**src/rtl/bcd_pkg.sv**
```systemverilog
// Shared types and constants for the BCD countdown timer.
// Digit type, state encoding and a digit range helper.
package bcd_pkg;

  typedef enum logic [1:0] {
    S_IDLE,
    S_RUN,
    S_PAUSED,
    S_DONE
  } state_t;

  typedef logic [3:0] bcd_digit_t;

  localparam bcd_digit_t BCD_NINE = 4'h9;

  function automatic logic digit_ok(
    input bcd_digit_t d
  );
    return (d <= BCD_NINE);
  endfunction

endpackage

```
**src/rtl/bcd_dec.sv**
```systemverilog
// Combinational packed-BCD decrement with all-zero flag.
// An all-zero input yields all nines; the caller must guard it.
module bcd_dec
  import bcd_pkg::*;
#(
  parameter int DIGITS = 3
) (
  input  logic [4*DIGITS-1:0] i_count,
  output logic [4*DIGITS-1:0] o_dec,
  output logic                o_zero
);

  logic       w_borrow;
  bcd_digit_t w_d;

  // Ripple the borrow from digit 0 upward.
  always_comb begin
    w_borrow = 1'b1;
    w_d      = '0;
    o_dec    = i_count;
    for (int i = 0; i < DIGITS; i++) begin
      w_d = i_count[4*i +: 4];
      if (w_borrow) begin
        if (w_d == 4'h0) begin
          o_dec[4*i +: 4] = BCD_NINE;
        end else begin
          o_dec[4*i +: 4] = w_d - 4'h1;
          w_borrow        = 1'b0;
        end
      end
    end
  end

  assign o_zero = (i_count == '0);

endmodule

```
**src/rtl/bcd_countdown.sv**
```systemverilog
// Loadable BCD countdown timer with run/pause control.
// Define BCD_COUNTDOWN_RELOAD_EN for periodic reload mode.
module bcd_countdown
  import bcd_pkg::*;
#(
  parameter int DIGITS = 3
) (
  input  logic                clk,
  input  logic                rst_n,
  input  logic                load,
  input  logic [4*DIGITS-1:0] load_val,
  input  logic                start,
  input  logic                pause,
  input  logic                tick,
  output logic [4*DIGITS-1:0] count,
  output logic                running,
  output logic                done,
  output logic                load_err
);

  localparam int W = 4 * DIGITS;
  localparam logic [W-1:0] CNT_ONE = W'(1);

  state_t         r_state;
  state_t         w_state_nxt;
  logic [W-1:0]   r_count;
  logic [W-1:0]   w_count_nxt;
  logic           r_done;
  logic           w_done_nxt;
  logic           r_load_err;
  logic           w_err_nxt;
  logic [W-1:0]   w_dec;
  logic           w_zero;
  logic           w_is_one;
  logic           w_load_ok;
  logic           w_load_win;
`ifdef BCD_COUNTDOWN_RELOAD_EN
  logic [W-1:0]   r_reload;
  logic [W-1:0]   w_reload_nxt;
`endif

  bcd_dec #(
    .DIGITS (DIGITS)
  ) u_dec (
    .i_count (r_count),
    .o_dec   (w_dec),
    .o_zero  (w_zero)
  );

  assign w_is_one   = (r_count == CNT_ONE);
  assign w_load_win = (r_state == S_IDLE) ||
                      (r_state == S_DONE);

  // Every digit of the requested load must be 0..9.
  always_comb begin
    w_load_ok = 1'b1;
    for (int i = 0; i < DIGITS; i++) begin
      if (!digit_ok(load_val[4*i +: 4])) begin
        w_load_ok = 1'b0;
      end
    end
  end

  // Next-state, next-count and pulse generation.
  always_comb begin
    w_state_nxt  = r_state;
    w_count_nxt  = r_count;
    w_done_nxt   = 1'b0;
    w_err_nxt    = 1'b0;
`ifdef BCD_COUNTDOWN_RELOAD_EN
    w_reload_nxt = r_reload;
`endif
    if (load && w_load_win) begin
      if (w_load_ok) begin
        w_count_nxt  = load_val;
        w_state_nxt  = S_IDLE;
`ifdef BCD_COUNTDOWN_RELOAD_EN
        w_reload_nxt = load_val;
`endif
      end else begin
        w_err_nxt = 1'b1;
      end
    end else begin
      unique case (r_state)
        S_IDLE: begin
          if (start) begin
            if (w_zero) begin
              w_state_nxt = S_DONE;
              w_done_nxt  = 1'b1;
            end else begin
              w_state_nxt = S_RUN;
            end
          end
        end
        S_RUN: begin
          if (pause) begin
            w_state_nxt = S_PAUSED;
          end else if (tick) begin
            if (w_zero) begin
              w_state_nxt = S_DONE;
            end else if (w_is_one) begin
              w_done_nxt  = 1'b1;
`ifdef BCD_COUNTDOWN_RELOAD_EN
              w_count_nxt = r_reload;
`else
              w_count_nxt = '0;
              w_state_nxt = S_DONE;
`endif
            end else begin
              w_count_nxt = w_dec;
            end
          end
        end
        S_PAUSED: begin
          if (start && !pause) begin
            w_state_nxt = S_RUN;
          end
        end
        S_DONE: begin
          w_count_nxt = r_count;
        end
        default: begin
          w_state_nxt = S_IDLE;
        end
      endcase
    end
  end

  // State, count and pulse registers.
  always_ff @(posedge clk or negedge rst_n) begin
    if (!rst_n) begin
      r_state    <= S_IDLE;
      r_count    <= '0;
      r_done     <= 1'b0;
      r_load_err <= 1'b0;
    end else begin
      r_state    <= w_state_nxt;
      r_count    <= w_count_nxt;
      r_done     <= w_done_nxt;
      r_load_err <= w_err_nxt;
    end
  end

`ifdef BCD_COUNTDOWN_RELOAD_EN
  // Reload value captured on every accepted load.
  always_ff @(posedge clk or negedge rst_n) begin
    if (!rst_n) begin
      r_reload <= '0;
    end else begin
      r_reload <= w_reload_nxt;
    end
  end
`endif

  assign count    = r_count;
  assign running  = (r_state == S_RUN);
  assign done     = r_done;
  assign load_err = r_load_err;

endmodule

```
**config.mk**
```make
export PLATFORM = sky130hd
export DESIGN_NAME = bcd_countdown
export DESIGN_NICKNAME = d
export VERILOG_FILES = /design/src/rtl/bcd_pkg.sv /design/src/rtl/bcd_dec.sv /design/src/rtl/bcd_countdown.sv
export SDC_FILE = /design/constraint.sdc
export NUM_CORES = 1
export LEC_CHECK = 0
export BUFFER_PORTS_ARGS = -buffer_cell sky130_fd_sc_hd__clkbuf_2
export CAP_MARGIN = 10
export CORE_MARGIN = 10
export CORE_UTILIZATION = 52
export CTS_CLUSTER_DIAMETER = 50
export DETAILED_ROUTE_END_ITERATION = 6
export HOLD_SLACK_MARGIN = 0.12
export PLACE_DENSITY = 0.75
export SYNTH_ARGS = -nofsm -noshare
export SYNTH_HDL_FRONTEND = slang
export SYNTH_SLANG_ARGS = --single-unit
```
**constraint.sdc**
```tcl
create_clock -name clk -period 2 [get_ports clk]
set_input_delay 0.1 -clock clk [delete_from_list [all_inputs] [get_ports clk]]
set_output_delay 0.1 -clock clk [all_outputs]
set_load 0.005 [all_outputs]
```
==> results of run 1 <==
[power groups by stage]
stage / Combinational (mW) / Clock (mW) / Sequential [mW]
floorplan: 0.951 / 0 / 0.644
global placement: 1.53 / 0 / 0.634
detailed placement: 1.59 / 0 / 0.648
CTS: 1.66 / 0.176 / 0.644
global route: 1.95 / 0.191 / 0.681
finish: 1.76 / 0.177 / 0.651
[metal layers]
metal	vias up	GRT usage (%)
li1	620	-
met3	11	3.22
met4	0	5.91
met1	609	18.4
met5	-	0
met2	54	26.8
[registers in the layout (all words and copies together), names as in the netlist]
name,count
load_err,1
r_state,2
done,1
count,12
[kinds of logic after synthesis]
logic type / after synthesis / share of synthesized area (%)
adder cells (fa/ha/maj): 10 / 10.1
buffers and inverters: 15 / 4.86
AND/OR/NAND/NOR: 39 / 18.5
AO/OA/AOI/OAI: 48 / 25.6
multiplexers: 9 / 8.50
flip-flops: 16 / 32.4
[cells in the final DEF (no fill, tap or decap), types with 5 or more instances in the layout]
cell type	netlist	final
dfrtp_1	16	16
buf_4	0	21
ha_1	10	8
o31ai_1	8	8
nand2_1	12	12
inv_1	11	8
o21ai_0	10	10
clkbuf_2	0	32
nor2_1	7	6
nand3_1	5	5
a21oi_1	14	14
[timing repair]
action                                  4_1_cts  5_1_grt
endpoints found under the setup margin        1        9
endpoints found under the hold margin        18        0
setup buffers                                 2        2
pin swaps                                     4        4
hold buffers                                  3        0
gates cloned                                  0        0
gates resized for setup                       6       11
[through the flow]
step | instances | instance area [µm²] | setup WS (ps)
after CTS | 220 | 1650 | 3.06
after floorplan | 137 | 1240 | 96.0
after global routing | 222 | 1720 | -56.3
after detailed placement | 212 | 1570 | 5.31
after global placement | 212 | 1570 | 32.5
final | 222 | 1720 | 75.4
[final cells by class]
type | count | area (µm²)
Timing Repair Buffer | 58 | 379
Multi-Input combinational cell | 106 | 838
Fill cell | 141 | 517
Inverter | 11 | 41.3
Tap cell | 28 | 35.0
Sequential cell | 16 | 400
Clock buffer | 3 | 22.5
[worst max-delay path, stage by stage (launching register included)]
cell and delay (ps):
dfrtp_1 380, inv_1 80, ha_1 290, nand2b_4 160, and3_1 220, o2bb2ai_4 180, and2_4 220, mux2_4 290
[how the worst max path moves through the flow]
| stage | startpoint | to | slack, ps | depth (start not counted) |
|---|---|---|---|---|
| floorplan | count[1] | count[4] | 100 | 7 |
| global placement | r_state[0] | r_state[1] | 30 | 7 |
| detailed placement | r_state[0] | r_state[1] | 5 | 8 |
| CTS | count[4] | r_state[1] | 3 | 7 |
| global route | count[1] | count[8] | -60 | 9 |
| finish | r_state[1] | count[4] | 80 | 7 |
==> flow_metrics.env, run 1 <==
export IMPL_outcome="finished clean"
export IMPL_hold_path_startpoint="load_val[1]"
export IMPL_antenna_found_initial=0
export IMPL_synth_cells=137
export IMPL_drive_gt1_share_pct=42.3
export IMPL_die_h_um=68.8
export IMPL_root_buffer="clkbuf_4"
export IMPL_fin_skew_ps=3.66
export IMPL_rsz0062_at_grt="true"
export IMPL_p_sw_mw=1.15
export IMPL_ys_ff_latch=16
export IMPL_period_share_pct=96.2
export IMPL_final_setup_viol_count=0
export IMPL_hold_slack_ps=120
export IMPL_postSynthAreaPerCell_um2=9.02
export IMPL_reg2reg_from="r_state[1]"
export IMPL_p_comb_share_pct=68.0
export IMPL_cp_max_fo=5
export IMPL_grt_usage_pct=15.5
export IMPL_die_w_um=68.8
export IMPL_grt_pass1_vias=1245
export IMPL_hpwl_um=2750
export IMPL_p_sw_share_pct=44.7
export IMPL_end_kind="flip-flop"
export IMPL_pin_count=33
export IMPL_cp_arrival_ps=2110
export IMPL_gp_congestion=0.844
export IMPL_grt_max_degree=18
export IMPL_synth_seq_area_share_pct=32.4
export IMPL_clock_sinks=16
export IMPL_power_leakage_nw=0.837
export IMPL_synth_edf_count=0
export IMPL_clockPowerShare_pct=6.8
export IMPL_final_setup_tns_ps=0
export IMPL_synth_ff_type="dfrtp_1"
export IMPL_finalNetCount=224
export IMPL_yosys_warnings=0
export IMPL_wl_met1_um=1540
export IMPL_dieArea_um2=4730
export IMPL_yosysTopAreaCellShare_pct=32.4
export IMPL_grt_pass1_wl_um=5680
export IMPL_critPathLaunchType="flip-flop"
export IMPL_drc=0
export IMPL_slew_violations=0
export IMPL_rr_endpoint="count[4]"
export IMPL_ir_drop_v=0.00107
export IMPL_critPathRequiredTime_ps=2190
export IMPL_seqPwrFrac_pct=25.2
export IMPL_fin_crit_ps=1920
export IMPL_cap_violations=0
export IMPL_max_slew_margin_rel_pct=70.1
export IMPL_drt_total_wl_um=3710
export IMPL_dr_first_iter_drc_count=104
export IMPL_min_path_type="input port to flip-flop"
export IMPL_ys_top_cells_by_count="dfrtp_1, a21oi_1, nand2_1, inv_1"
export IMPL_via_count=1294
export IMPL_clkTransAtPathRegs_ps=100
export IMPL_synth_top_cells_by_area="dfrtp_1, ha_1, a21oi_1"
export IMPL_n_antenna_cell=0
export IMPL_grt_overflow_total=0
export IMPL_antenna_left=0
export IMPL_core_um2=2230
export IMPL_synth_largest_area_cell="dfrtp_1"
export IMPL_r2r_cells=7
export IMPL_finalHoldViolCount=0
export IMPL_wl_met2_um=1870
export IMPL_p_int_mw=1.43
export IMPL_synth_most_common_cell="dfrtp_1"
export IMPL_fmax_ghz=0.520
export IMPL_initial_core_util_pct=55.4
export IMPL_tightestPinTransition_ps=448
export IMPL_yosysUniqueCellTypes=36
export IMPL_dr_pass1_iters=4
export IMPL_post_drt_via_cell_ratio=5.83
export IMPL_synthesis_nets=165
export IMPL_p_total_mw=2.58
export IMPL_rows=17
export IMPL_clk_path_buf_depth=2
export IMPL_hold_path_depth=3
export IMPL_cts_buffers=3
export IMPL_worstHoldEndpoint="count[1]"
export IMPL_fin_util_pct=76.9
export IMPL_clock_latency_ps=290
export IMPL_highest_layer="met4"
export IMPL_syn_to_final_growth_pct=38.9
export IMPL_path_class="flip-flop to flip-flop"
export IMPL_h_tree_depth=1
export IMPL_reg2reg_setup_slack_ps=80
export IMPL_async_reset_ff_share_pct=100
export IMPL_wl_met3_um=228
export IMPL_wl_per_cell_um=16.7
export IMPL_synth_area_um2=1240
export IMPL_port_buffers=32
export IMPL_power_density_nw_per_um2=1500
export IMPL_cts_tree="built"
(Power assumes the default switching activity.)
==> run 2: changes to the inputs <==
Settings changed: CORE_UTILIZATION 52 to 56, PLACE_DENSITY 0.75 to 0.8, TNS_END_PERCENT from default to 50.
Clock period 2 ns to 2.4 ns, I/O delays scaled along.
==> flow_metrics.env, run 2 (synthesis gave the netlist of run 1 again) <==
export IMPL_grt_pass1_wl_um=5280
export IMPL_reg2reg_from="count[4]"
export IMPL_r2r_cells=7
export IMPL_gp_congestion=0.866
export IMPL_rr_endpoint="count[10]"
export IMPL_tightestPinTransition_ps=416
export IMPL_h_tree_depth=1
export IMPL_power_density_nw_per_um2=1230
export IMPL_cts_buffers=3
export IMPL_finalInstanceArea_um2=1480
export IMPL_cp_num_buf_inv=1
export IMPL_ctsResizeCount=0
export IMPL_clock_latency_ps=280
export IMPL_fin_crit_ps=2160
export IMPL_hold_path_depth=3
export IMPL_fillCellCount=163
export IMPL_dr_first_iter_drc_count=77
export IMPL_p_int_uw=979
export IMPL_grt_max_degree=18
export IMPL_drive_gt1_share_pct=29.3
export IMPL_n_antenna_cell=0
export IMPL_initial_core_util_pct=61.1
export IMPL_pin_count=33
export IMPL_slew_violations=0
export IMPL_power_leakage_nw=0.732
export IMPL_ir_drop_v=0.000713
export IMPL_critPathLaunchType="flip-flop"
export IMPL_hpwl_um=2500
export IMPL_cts_tree="built"
export IMPL_cts_setup_buffers=0
export IMPL_cp_max_fo=8
export IMPL_clock_sinks=16
export IMPL_fmax_ghz=0.462
export IMPL_path_delay_family="simple AND/OR/NAND/NOR gates"
export IMPL_regArea_um2=400
export IMPL_period_share_pct=90.2
export IMPL_dieArea_um2=4490
export IMPL_cp_arrival_ps=2340
export IMPL_drc=0
export IMPL_slowest_stage="dfrtp_1"
export IMPL_multi_input_comb_area_um2=776
export IMPL_fin_skew_ps=4.68
export IMPL_crit_end="count[10]"
export IMPL_cpPeakStageDelay_ps=420
export IMPL_port_buffers=32
export IMPL_via_count=1210
export IMPL_critPathRequiredTime_ps=2570
export IMPL_p_comb_share_pct=62.2
export IMPL_grt_usage_pct=14.2
export IMPL_max_slew_margin_rel_pct=72.2
export IMPL_die_h_um=67.0
export IMPL_stdcell_count=201
export IMPL_final_setup_tns_ps=0
export IMPL_place_inst=196
export IMPL_mostFrequentLayoutCells="clkbuf_2, dfrtp_1, a21oi_1"
export IMPL_end_kind="flip-flop"
export IMPL_die_w_um=67.0
export IMPL_p_sw_uw=847
export IMPL_clockPowerShare_pct=7.7
export IMPL_hold_slack_ps=129
export IMPL_dr_pass1_iters=4
export IMPL_clk_path_buf_depth=2
export IMPL_core_um2=2020
export IMPL_grt_pass1_vias=1209
export IMPL_min_path_type="input port to flip-flop"
export IMPL_root_buffer="clkbuf_4"
export IMPL_syn_to_final_growth_pct=20.0
export IMPL_wl_per_cell_um=15.5
export IMPL_outcome="finished clean"
export IMPL_p_sw_share_pct=46.4
export IMPL_drt_total_wl_um=3120
export IMPL_finalNetCount=204
export IMPL_post_drt_via_cell_ratio=6.02
export IMPL_dpl_cell_area_um2=1440
export IMPL_largest_reg_flops=12
export IMPL_finalHoldViolCount=0
export IMPL_cap_violations=0
export IMPL_cp_num_cells=7
export IMPL_final_common_cell="clkbuf_2"
export IMPL_cp_startpoint="count[4]"
export IMPL_antenna_found_initial=0
export IMPL_crit_path_cell_trace="inv_1 -> ha_1 -> nor3b_4 -> nand4_2 -> o2bb2ai_2 -> o21ai_2 -> mux2_2"
export IMPL_reg2reg_setup_slack_ps=240
export IMPL_antenna_left=0
export IMPL_grt_overflow_total=0
export IMPL_final_setup_viol_count=0
export IMPL_cts_hold_buf=2
export IMPL_clkTransAtPathRegs_ps=90
export IMPL_seqPwrFrac_pct=30.1
export IMPL_rows=16
export IMPL_path_class="flip-flop to flip-flop"
export IMPL_rsz0062_at_grt="false"
==> run 2: cell types whose count changed in the layout (fill, tap and decap cells not counted), sizes merged <==
cell | previous run | this run
buf | 23 | 4
dlygate4sd3 | 3 | 2
==> run 2: power by group through the flow <==
stage,clock (mW),combinational [mW],sequential (mW)
after CTS,0.142,1.14,0.549
after detailed placement,0,1.13,0.554
after global placement,0,1.10,0.547
after global routing,0.155,1.28,0.572
final,0.140,1.14,0.550
after floorplan,0,0.793,0.537
==> run 2: stage by stage <==
step | util (%) | setup WS (ps) | total power [mW]
2_1_floorplan | - | 496 | 1.33
3_3_place_gp | 71.3 | 304 | 1.64
3_5_place_dp | 71.3 | 270 | 1.68
4_1_cts | 73.4 | 251 | 1.83
5_1_grt | 73.4 | 121 | 2.01
6_report | 73.4 | 235 | 1.83
==> run 2: cell type report <==
type	count	share of cell area [%]
inverters	11	2.78
repair buffers	38	14.2
well taps	27	2.28
clock buffers	3	1.52
flip-flops and latches	16	27.0
multi-input cells	106	52.3
==> run 2: worst register-to-register path, cell delays in order, from the launching register on <==
cell and delay, ps:
dfrtp_1 420, inv_1 120, ha_1 200, nor3b_4 380, nand4_2 200, o2bb2ai_2 220, o21ai_2 150, mux2_2 370
==> run 2: worst min-delay path by stage <==
stage               start        to  slack, ps
finish               tick      done        130
global route         tick      done        140
CTS                  tick      done        120
detailed placement  rst_n  count[4]         70
global placement    rst_n  count[6]         70
floorplan           rst_n  count[0]       -180
==> run 2: per-layer routing <==
metal | global-route usage, % | vias up | wire, µm
met5 | 0 | - | 0
met4 | 3.08 | 0 | 27
met3 | 4.35 | 4 | 289
met2 | 24.8 | 46 | 1520
met1 | 16.6 | 578 | 1290
li1 | - | 582 | -
==> run 3: changes to the inputs <==
Settings changed: CELL_PAD_IN_SITES_DETAIL_PLACEMENT from default to 0, CELL_PAD_IN_SITES_GLOBAL_PLACEMENT from default to 2, CORE_UTILIZATION 56 to 33.
==> flow_metrics.env, run 3 (synthesis gave the netlist of run 1 again) <==
export IMPL_outcome="finished clean"
export IMPL_cp_max_fo=7
export IMPL_path_delay_family="simple AND/OR/NAND/NOR gates"
export IMPL_clock_latency_ps=250
export IMPL_fin_util_pct=42.9
export IMPL_grt_usage_pct=11.1
export IMPL_final_setup_tns_ps=0
export IMPL_rows=22
export IMPL_h_tree_depth=1
export IMPL_clock_sinks=16
export IMPL_cap_violations=0
export IMPL_grt_overflow_total=0
export IMPL_path_class="flip-flop to flip-flop"
export IMPL_antenna_left=0
export IMPL_cp_startpoint="r_state[0]"
export IMPL_cts_buffers=3
export IMPL_wl_per_cell_um=15.3
export IMPL_die_h_um=81.2
export IMPL_hold_path_startpoint="tick"
export IMPL_clk_path_buf_depth=2
export IMPL_max_slew_margin_rel_pct=71.7
export IMPL_tightestPinTransition_ps=425
export IMPL_root_buffer="clkbuf_8"
export IMPL_cpPeakStageDelay_ps=360
export IMPL_cp_arrival_ps=2320
export IMPL_initial_core_util_pct=34.0
export IMPL_cts_hold_buf=2
export IMPL_stdcell_count=225
export IMPL_fin_skew_ps=1.28
export IMPL_period_share_pct=90.8
export IMPL_fmax_ghz=0.459
export IMPL_via_count=1183
export IMPL_fin_crit_ps=2180
export IMPL_cts_tree="built"
export IMPL_port_buffers=32
export IMPL_slowest_stage="dfrtp_1"
export IMPL_end_kind="flip-flop"
export IMPL_gp_congestion=0.854
export IMPL_cp_num_buf_inv=1
export IMPL_ir_drop_v=0.000469
export IMPL_rsz0062_at_grt="false"
export IMPL_cts_setup_buffers=0
export IMPL_antenna_found_initial=0
export IMPL_drt_total_wl_um=3440
export IMPL_syn_to_final_growth_pct=26.0
export IMPL_finalNetCount=206
export IMPL_grt_pass1_vias=1232
export IMPL_slew_violations=0
export IMPL_clkTransAtPathRegs_ps=60
export IMPL_ctsResizeCount=0
export IMPL_drc=0
export IMPL_grt_max_degree=18
export IMPL_power_leakage_nw=0.758
export IMPL_post_drt_via_cell_ratio=5.26
export IMPL_largest_reg_flops=12
export IMPL_drive_gt1_share_pct=30.5
export IMPL_grt_pass1_wl_um=5680
export IMPL_dr_first_iter_drc_count=40
export IMPL_core_um2=3630
export IMPL_final_common_cell="clkbuf_2"
export IMPL_dieArea_um2=6590
export IMPL_critPathRequiredTime_ps=2540
export IMPL_n_antenna_cell=0
export IMPL_hpwl_um=2820
export IMPL_die_w_um=81.2
export IMPL_final_setup_viol_count=0
export IMPL_reg2reg_from="r_state[0]"
export IMPL_pin_count=33
export IMPL_critPathLaunchType="flip-flop"
export IMPL_mostFrequentLayoutCells="clkbuf_2, dfrtp_1, a21oi_1"
export IMPL_place_inst=219
export IMPL_finalHoldViolCount=0
export IMPL_crit_path_cell_trace="inv_1 -> ha_1 -> nand2b_1 -> and3_1 -> o2bb2ai_2 -> and2_4 -> mux2_4"
export IMPL_min_path_type="input port to flip-flop"
export IMPL_dr_pass1_iters=4
export IMPL_power_density_nw_per_um2=1240
[run 3: changes by cell type in the layout (fill, tap and decap cells not counted)]
cell	change
buf_4	+2
clkbuf_4	-3
clkbuf_8	+4
[run 3: per-stage QoR]
| stage | setup slack [ps] | area (µm²) | total power, mW | hold WS [ps] |
|---|---|---|---|---|
| final | 221 | 1560 | 1.94 | 164 |
| after global routing | 59.1 | 1560 | 2.14 | 188 |
| after CTS | 213 | 1560 | 1.97 | 159 |
| after detailed placement | 219 | 1480 | 1.72 | 79.2 |
| after global placement | 247 | 1480 | 1.71 | 79.5 |
| after floorplan | 496 | 1240 | 1.33 | -176 |
[run 3: final timing paths]
check / end / slack (ps) / cells past startpoint
max: count[6] / 220 / 7
min: done / 160 / 3
max reg2reg: count[6] / 220 / 7
min reg2reg: r_state[1] / 530 / 1
max in group asynchronous: count[9] / 1770 / 2
min in group asynchronous: count[7] / 330 / 2
[run 3: area by class of cell]
cell class | instances | area, µm²
Clock buffer | 4 | 55.1
Inverter | 11 | 41.3
Timing Repair Buffer | 40 | 225
Fill cell | 392 | 2080
Sequential cell | 16 | 400
Tap cell | 48 | 60.1
Multi-Input combinational cell | 106 | 776
[run 3: worst min-delay path, stage by stage]
cell	delay [ps]
clkbuf_2	100
nand3_1	60
a221oi_1	80
[run 3: report_power, final]
group / total [mW] / switching, mW / internal (mW)
logic: 1.14 / 0.599 / 0.542
registers: 0.556 / 0.166 / 0.390
clock network: 0.243 / 0.0972 / 0.146
total: 1.94 / 0.862 / 1.08
[run 3: metal layers]
layer  track usage, %  routed length [µm]  vias up
met5                0                   0        -
met3             2.65                 144        4
li1                 -                   -      586
met1             12.3                1480      576
met4             5.54                  61        0
met2             19.5                1750       17
